`src/rtl/y_wb_pkg.sv`:
```
// y_wb_pkg: shared types and constants for the Y-matrix row write-back engine.
//   wb_state_e        : write-back FSM states (IDLE -> RD -> CAP -> MOD -> WR)
//   LANE_W / ELEM_W   : 64-bit lane per element, 48 bits of payload {real, img}
//   FIELD_W           : width of each signed real / imaginary field
//   SAT_MAX / SAT_MIN : saturation limits for 24-bit two's-complement sums
package y_wb_pkg;

  typedef enum logic [2:0] {
    ST_IDLE,
    ST_RD,
    ST_CAP,
    ST_MOD,
    ST_WR
  } wb_state_e;

  localparam int unsigned LANE_W  = 64;
  localparam int unsigned ELEM_W  = 48;
  localparam int unsigned FIELD_W = 24;

  localparam logic [FIELD_W-1:0] SAT_MAX = 24'h7FFFFF;
  localparam logic [FIELD_W-1:0] SAT_MIN = 24'h800000;

endpackage

```
`src/rtl/y_row_writeback_if.sv`:
```
// y_row_writeback_if: update-request channel into the Y-matrix write-back engine.
//   upd_valid / upd_ready : request handshake (accepted when both high at a clock edge)
//   upd_row / upd_col     : target element coordinates
//   upd_real / upd_img    : signed 24-bit complex value
//   upd_accum             : 1 = add to stored value, 0 = replace it
// master = request producer (integration datapath), slave = write-back engine.
interface y_row_writeback_if;
  import y_wb_pkg::*;

  logic               upd_valid;
  logic               upd_ready;
  logic [15:0]        upd_row;
  logic [15:0]        upd_col;
  logic [FIELD_W-1:0] upd_real;
  logic [FIELD_W-1:0] upd_img;
  logic               upd_accum;

  modport master (
    output upd_valid, upd_row, upd_col, upd_real, upd_img, upd_accum,
    input  upd_ready
  );

  modport slave (
    input  upd_valid, upd_row, upd_col, upd_real, upd_img, upd_accum,
    output upd_ready
  );

endinterface

```
`src/rtl/y_cplx_sat_add.sv`:
```
// y_cplx_sat_add: combinational 24-bit signed adder with saturation.
//   a_i, b_i : two's-complement operands
//   sum_o    : a_i + b_i clamped to [SAT_MIN, SAT_MAX]
module y_cplx_sat_add
  import y_wb_pkg::*;
(
  input  logic [FIELD_W-1:0] a_i,
  input  logic [FIELD_W-1:0] b_i,
  output logic [FIELD_W-1:0] sum_o
);

  logic [FIELD_W:0] wide;

  always_comb begin
    wide = {a_i[FIELD_W-1], a_i} + {b_i[FIELD_W-1], b_i};
    // Top two bits of the sign-extended sum disagree only on overflow;
    // the extra bit holds the true sign and picks the limit.
    if (wide[FIELD_W] != wide[FIELD_W-1]) begin
      sum_o = wide[FIELD_W] ? SAT_MIN : SAT_MAX;
    end else begin
      sum_o = wide[FIELD_W-1:0];
    end
  end

endmodule

```
`src/rtl/y_row_writeback.sv`:
```
// y_row_writeback: read-modify-write engine committing per-element Y-matrix
// updates into the row-organised 256-bit Y memory (4 elements per word).
//   clock, reset         : system clock, synchronous active-low reset
//   upd (slave)          : update request channel
//   yMem_RDAddress       : memory read address (data returns one cycle later)
//   yMem_RDdata          : memory read data
//   yMem_WEPin           : write enable, one cycle per committed update
//   yMem_WEAddress       : write address
//   ydataWrite           : merged write word
//   wb_done              : one-cycle pulse per commit
//   wb_err               : sticky out-of-range request flag
//   wb_count             : committed update count (wraps)
module y_row_writeback
  import y_wb_pkg::*;
#(
  parameter int unsigned ROWS          = 32,
  parameter int unsigned WORDS_PER_ROW = 8,
  parameter int unsigned ADDR_W        = 8
) (
  input  logic              clock,
  input  logic              reset,
  y_row_writeback_if.slave  upd,
  output logic [ADDR_W-1:0] yMem_RDAddress,
  input  logic [255:0]      yMem_RDdata,
  output logic              yMem_WEPin,
  output logic [ADDR_W-1:0] yMem_WEAddress,
  output logic [255:0]      ydataWrite,
  output logic              wb_done,
  output logic              wb_err,
  output logic [15:0]       wb_count
);

  wb_state_e          state_q, state_d;

  logic               accept;
  logic               in_range;
  logic [31:0]        addr_full;
  logic [ADDR_W-1:0]  req_addr;

  logic [ADDR_W-1:0]  addr_q;
  logic [ADDR_W-1:0]  rd_addr_q;
  logic [1:0]         lane_q;
  logic [FIELD_W-1:0] real_q;
  logic [FIELD_W-1:0] img_q;
  logic               accum_q;
  logic               ok_q;
  logic               err_q;
  logic [15:0]        count_q;
  logic [255:0]       cap_q;
  logic [255:0]       merged_q, merged_d;

  logic [LANE_W-1:0]  old_lane;
  logic [FIELD_W-1:0] sum_re, sum_im;
  logic [FIELD_W-1:0] new_re, new_im;

  // Request decode: word address and range check on the live request fields.
  always_comb begin
    addr_full = 32'(upd.upd_row) * 32'(WORDS_PER_ROW) + 32'(upd.upd_col[15:2]);
    req_addr  = addr_full[ADDR_W-1:0];
    in_range  = (32'(upd.upd_row) < ROWS) && (32'(upd.upd_col) < 32'(4 * WORDS_PER_ROW));
  end

  assign upd.upd_ready = (state_q == ST_IDLE);
  assign accept        = upd.upd_valid && upd.upd_ready;

  always_comb begin
    state_d    = state_q;
    yMem_WEPin = 1'b0;
    wb_done    = 1'b0;
    unique case (state_q)
      ST_IDLE: if (upd.upd_valid) state_d = ST_RD;
      // Out-of-range requests end here: the read address was never updated
      // and nothing downstream is touched.
      ST_RD:   state_d = ok_q ? ST_CAP : ST_IDLE;
      ST_CAP:  state_d = ST_MOD;
      ST_MOD:  state_d = ST_WR;
      ST_WR: begin
        yMem_WEPin = 1'b1;
        wb_done    = 1'b1;
        state_d    = ST_IDLE;
      end
      default: state_d = ST_IDLE;
    endcase
  end

  // Lane merge: only the addressed lane changes; its top 16 bits are cleared.
  always_comb begin
    old_lane = cap_q[{lane_q, 6'b0} +: LANE_W];
    new_re   = accum_q ? sum_re : real_q;
    new_im   = accum_q ? sum_im : img_q;
    merged_d = cap_q;
    merged_d[{lane_q, 6'b0} +: LANE_W] = {{(LANE_W-ELEM_W){1'b0}}, new_re, new_im};
  end

  y_cplx_sat_add u_add_re (
    .a_i   (old_lane[ELEM_W-1:FIELD_W]),
    .b_i   (real_q),
    .sum_o (sum_re)
  );

  y_cplx_sat_add u_add_im (
    .a_i   (old_lane[FIELD_W-1:0]),
    .b_i   (img_q),
    .sum_o (sum_im)
  );

  always_ff @(posedge clock) begin
    if (!reset) begin
      state_q   <= ST_IDLE;
      addr_q    <= '0;
      rd_addr_q <= '0;
      lane_q    <= '0;
      real_q    <= '0;
      img_q     <= '0;
      accum_q   <= 1'b0;
      ok_q      <= 1'b0;
      err_q     <= 1'b0;
      count_q   <= '0;
      cap_q     <= '0;
      merged_q  <= '0;
    end else begin
      state_q <= state_d;
      if (accept) begin
        addr_q  <= req_addr;
        lane_q  <= upd.upd_col[1:0];
        real_q  <= upd.upd_real;
        img_q   <= upd.upd_img;
        accum_q <= upd.upd_accum;
        ok_q    <= in_range;
        if (in_range) begin
          rd_addr_q <= req_addr;
        end else begin
          err_q <= 1'b1;
        end
      end
      if (state_q == ST_CAP) cap_q    <= yMem_RDdata;
      if (state_q == ST_MOD) merged_q <= merged_d;
      if (state_q == ST_WR)  count_q  <= count_q + 16'd1;
    end
  end

  assign yMem_RDAddress = rd_addr_q;
  assign yMem_WEAddress = addr_q;
  assign ydataWrite     = merged_q;
  assign wb_err         = err_q;
  assign wb_count       = count_q;

endmodule

```
`src/flat_wrapper.sv`:
```
// flat-port wrapper written by rule: the top's interface ports become plain ports
module y_row_writeback_flat import y_wb_pkg::*;
#(
  parameter int unsigned ROWS          = 32,
  parameter int unsigned WORDS_PER_ROW = 8,
  parameter int unsigned ADDR_W        = 8
)
  (clock, reset, yMem_RDAddress, yMem_RDdata, yMem_WEPin, yMem_WEAddress, ydataWrite, wb_done, wb_err, wb_count, upd_upd_valid, upd_upd_row, upd_upd_col, upd_upd_real, upd_upd_img, upd_upd_accum, upd_upd_ready);
  y_row_writeback_if upd_i ();
  input  logic clock;
  input  logic reset;
  output logic [ADDR_W-1:0] yMem_RDAddress;
  input  logic [255:0] yMem_RDdata;
  output logic yMem_WEPin;
  output logic [ADDR_W-1:0] yMem_WEAddress;
  output logic [255:0] ydataWrite;
  output logic wb_done;
  output logic wb_err;
  output logic [15:0] wb_count;
  input wire logic [$bits(upd_i.upd_valid)-1:0] upd_upd_valid;
  input wire logic [$bits(upd_i.upd_row)-1:0] upd_upd_row;
  input wire logic [$bits(upd_i.upd_col)-1:0] upd_upd_col;
  input wire logic [$bits(upd_i.upd_real)-1:0] upd_upd_real;
  input wire logic [$bits(upd_i.upd_img)-1:0] upd_upd_img;
  input wire logic [$bits(upd_i.upd_accum)-1:0] upd_upd_accum;
  output wire logic [$bits(upd_i.upd_ready)-1:0] upd_upd_ready;
  assign upd_i.upd_valid = upd_upd_valid;
  assign upd_i.upd_row = upd_upd_row;
  assign upd_i.upd_col = upd_upd_col;
  assign upd_i.upd_real = upd_upd_real;
  assign upd_i.upd_img = upd_upd_img;
  assign upd_i.upd_accum = upd_upd_accum;
  assign upd_upd_ready = upd_i.upd_ready;
  y_row_writeback #(.ROWS(ROWS), .WORDS_PER_ROW(WORDS_PER_ROW), .ADDR_W(ADDR_W)) u_core (.clock(clock), .reset(reset), .upd(upd_i), .yMem_RDAddress(yMem_RDAddress), .yMem_RDdata(yMem_RDdata), .yMem_WEPin(yMem_WEPin), .yMem_WEAddress(yMem_WEAddress), .ydataWrite(ydataWrite), .wb_done(wb_done), .wb_err(wb_err), .wb_count(wb_count));
endmodule
```
`config.mk`:
```
export PLATFORM = sky130hd
export DESIGN_NAME = y_row_writeback_flat
export DESIGN_NICKNAME = d
export VERILOG_FILES = /design/src/rtl/y_wb_pkg.sv /design/src/rtl/y_row_writeback_if.sv /design/src/rtl/y_cplx_sat_add.sv /design/src/rtl/y_row_writeback.sv /design/src/flat_wrapper.sv
export SDC_FILE = /design/constraint.sdc
export NUM_CORES = 2
export LEC_CHECK = 0
export BUFFER_PORTS_ARGS = -buffer_cell sky130_fd_sc_hd__buf_2
export CORE_ASPECT_RATIO = 1.1
export CORE_MARGIN = 3
export CORE_UTILIZATION = 40
export DETAILED_ROUTE_END_ITERATION = 10
export GPL_ROUTABILITY_DRIVEN = 1
export PLACE_DENSITY = 0.65
export REMOVE_ABC_BUFFERS = 1
export SLEW_MARGIN = 20
export SYNTH_ARGS = -nofsm -noshare
export SYNTH_HDL_FRONTEND = slang
export SYNTH_SLANG_ARGS = --single-unit
```
`constraint.sdc`:
```
create_clock -name clock -period 7.1 [get_ports clock]
set_input_delay 0.355 -clock clock [delete_from_list [all_inputs] [get_ports clock]]
set_output_delay 0.355 -clock clock [all_outputs]
set_load 0.01 [all_outputs]
```
==> impl_metrics.csv <==
group,metric,value,unit
detailed_routing,drt-vias-per-instance,5.70,
sta,grt_setup_unrepaired,"false",
detailed_routing,first_iter_violations,2395,
floorplan,die_x,251,um
clock_network,cts_tree,"yes",
floorplan,fp.dieH,276,um
finish,syn2layout_area_growth,32.3,%
detailed_routing,drtPass1Iterations,6,
grt,antenna_found_initial,0,
logic_synthesis,yosysSeqAreaShare,45.3,%
critical_path,cpMaxStageDelayCell,"a311oi_4",
floorplan,rows,98,
sta,finalCritPeriodShare,83.8,%
critical_path,critical_path_class,"reg -> reg",
worst_hold_path,hold_path_class,"in -> reg",
clock_network,cts_max_path_buffers,3,
sta,post-route-min-period,5.95,ns
sta,slew_violations,0,
pwr,p_sw_share,25.3,%
logic_synthesis,async_flop_share,0,%
pwr,power.internal,5.72,mW
finish,final_area,0.0351,sq mm
floorplan,die_area,0.0694,sq mm
pwr,max-vdd-ir-drop,176,uV
worst_hold_path,holdPathStages,3,
logic_synthesis,ys_ff_latch,600,
clock_network,clock_latency,0.61,ns
critical_path,crit_path_cell_trace,"mux4_2, ha_1, a211oi_1, o211ai_1, nand3_1, nand3_1, a31o_2, a21o_1, a21oi_1, xnor2_1, ha_1, buf_4, clkinv_1, a311oi_4, nor3_1, a21oi_1, o21ai_0",
critical_path,reg2reg_depth,17,
pwr,pwr-share-clk,46.8,%
critical_path,cp-end-kind,"register",
placed_design,portBuffers,631,
logic_synthesis,synth_ff_type,"dfxtp_1",
sta,hold_violations,0,
clock_network,root_buffer,"clkbuf_16",
critical_path,slowest_delay,0.84,ns
logic_synthesis,syn_inst,3164,
critical_path,cp.arrival,6.40,ns
detailed_routing,drc,0,
floorplan,core,0.0654,sq mm
grt,grt_pass1_vias,26300,
logic_synthesis,yosysUniqueCellTypes,80,
logic_synthesis,ys_warn_count,0,
grt,grt_use_total,30.4,%
floorplan,ios,632,
finish,final_cells,4812,
critical_path,worst_setup_path_start_kind,"register",
pwr,total_power,7.66,mW
grt,gr-total-overflow,0,
detailed_routing,ant_nets,0,
sta,finalSetupViolCount,0,
finish,nets,4314,
critical_path,worst_ep_required_time,7.55,ns
detailed_routing,wl,110,mm
finish,nFillCells,6029,
pwr,p_seq_share,44.6,%
logic_synthesis,synth_top_area_share,45.3,%
status,status,"completed",
detailed_routing,vias,27400,
placed_design,finalWeightedCongestion,0.895,
sta,clock_skew,0.0238,ns
clock_network,clock-sinks,600,
logic_synthesis,synth.area.top_cells,"dfxtp_1, nand2_1, a21oi_1",
logic_synthesis,synth_top_area_cell,"dfxtp_1",
sta,max_slew_margin,23.7,%
floorplan,start_util,40.5,%
run,drv_cap,0,
logic_synthesis,synth.avg_cell_area,8.38,sq um
sta,worst_slew_pin_slew,1.14,ns
grt,grt_first_pass_wirelength,163,mm
detailed_routing,wl_per_cell,22.9,um
logic_synthesis,synth_edf_count,0,
pwr,switching_power,1.94,mW
grt,grt_max_degree,137,
critical_path,path_max_fanout,25,
clock_network,clk_pin_slew,0.06,ns
logic_synthesis,synth_area,0.0265,sq mm
placed_design,place_hpwl,73.9,mm
pwr,cellPowerDensity,219,mW/mm^2
clock_network,htreeDepth,3,
pwr,comb_power_share,8.6,%
placed_design,place_inst,4429,
finish,drive_gt1_share,22.2,%
finish,antennaDiodeCount,0,
sta,max_freq,168,MHz
pwr,p_leak,14.6,nW
clock_network,cts_buffers,67,
placed_design,place_area,0.0302,sq mm
## power groups by stage
stage	combinational [mW]	sequential [mW]	clock, mW
after global routing	0.700	3.42	3.77
after detailed placement	0.528	3.49	0
final	0.657	3.42	3.59
after CTS	0.647	3.42	3.64
after global placement	0.528	3.49	0
after floorplan	0.240	3.49	0
## synthesized netlist by cell type (32+ instances only)
master,count
dfxtp_1,600
a21o_1,35
mux4_2,48
nand2_1,723
clkbuf_1,235
a32oi_1,32
a21oi_1,509
o21ai_0,179
nor2_1,159
a221oi_1,62
ha_1,62
nand3_1,55
a22o_1,69
## area by class of cell
type,count,area (sq um),area share (%)
Multi-Input combinational cell,2287,13500,38.5
Clock buffer,93,1930,5.49
Tap cell,850,1060,3.03
Timing Repair Buffer,932,6110,17.4
Sequential cell,600,12000,34.3
Clock inverter,29,344,0.982
Inverter,21,86.3,0.246
## routing by layer
layer,track usage (%),up-vias,share of wire [%]
met5,0,-,0
met4,12.6,0,4.0
met3,6.10,257,7.8
met2,48.8,1329,46
met1,40.2,13100,42
li1,-,12800,-
## final timing paths
| path | startpoint | slack [ns] | end |
|---|---|---|---|
| setup / recovery | u_core.lane_q[0] | 1.15 | u_core.ydataWrite[193] |
| setup reg to reg | u_core.lane_q[0] | 1.15 | u_core.ydataWrite[193] |
| hold reg to reg | u_core.cap_q[245] | 0.45 | u_core.cap_q[245] |
| hold / removal | yMem_RDdata[162] | 0.02 | u_core.cap_q[162] |
## flip-flops by register name, indices dropped and copies added (netlist names)
register and flops:
u_core.state_q 3, u_core.ok_q 1, u_core.yMem_WEAddress 8, u_core.yMem_RDAddress 8, u_core.wb_err 1, u_core.wb_count 16
u_core.img_q 24, u_core.cap_q 256, u_core.ydataWrite 256, u_core.real_q 24, u_core.lane_q 2, u_core.accum_q 1
## critical path, delay by kind of cell, from the launching register on
family                     cells  cell delay [ns]
AOI/OAI and AO/OA              8             2.66
xor gates and xnor gates       1             0.10
adders and majority gates      2             0.62
buffers and inverters          2             0.64
DFF                            1             0.67
muxes                          1             0.69
and+or+nand+nor                3             0.39
## cell families after synthesis
logic type / after synthesis / share of synthesized area (%)
AO/OA/AOI/OAI: 1054 / 24.8
XOR/XNOR: 51 / 1.69
multiplexers: 60 / 4.54
AND/OR/NAND/NOR: 1057 / 16.5
flip-flops: 600 / 45.3
buffers and inverters: 277 / 4.03
adder cells (fa/ha/maj): 65 / 3.15
## metrics by stage
| stage | hold slack [ns] | utilization, % | worst slack [ns] | TNS, ns |
|---|---|---|---|---|
| CTS | 0.000255 | 53.6 | 1.19 | 0 |
| global placement | 0.441 | 46.1 | 1.04 | 0 |
| finish | 0.0244 | 53.6 | 1.15 | 0 |
| detailed placement | 0.446 | 46.2 | 1.24 | 0 |
| global route | 0.0150 | 53.6 | 0.744 | 0 |
| floorplan | 0.436 | - | -4.65 | -378.44 |
## repair_timing
action | 4_1_cts | 5_1_grt
hold endpoints to repair | 264 | 0
buffers inserted | 0 | 0
hold buffers | 261 | 0
resized for setup | 0 | 0
## cells in the final DEF, fill, tap and decap left out, types with 19 or more instances in the layout
cell / count
a221oi_1: 62
o21ai_0: 179
buf_4: 39
xnor2_1: 25
dfxtp_1: 597
a22o_1: 69
clkbuf_16: 68
nand3_1: 55
xor2_1: 26
ha_1: 62
nand2_1: 721
a211oi_1: 23
dlygate4sd3_1: 261
buf_2: 630
mux4_2: 48
nor2_1: 153
a32oi_1: 32
o22ai_1: 19
a21oi_1: 509
a21o_1: 35
and3_1: 28
Note: power is estimated with default switching activity, not from simulation.
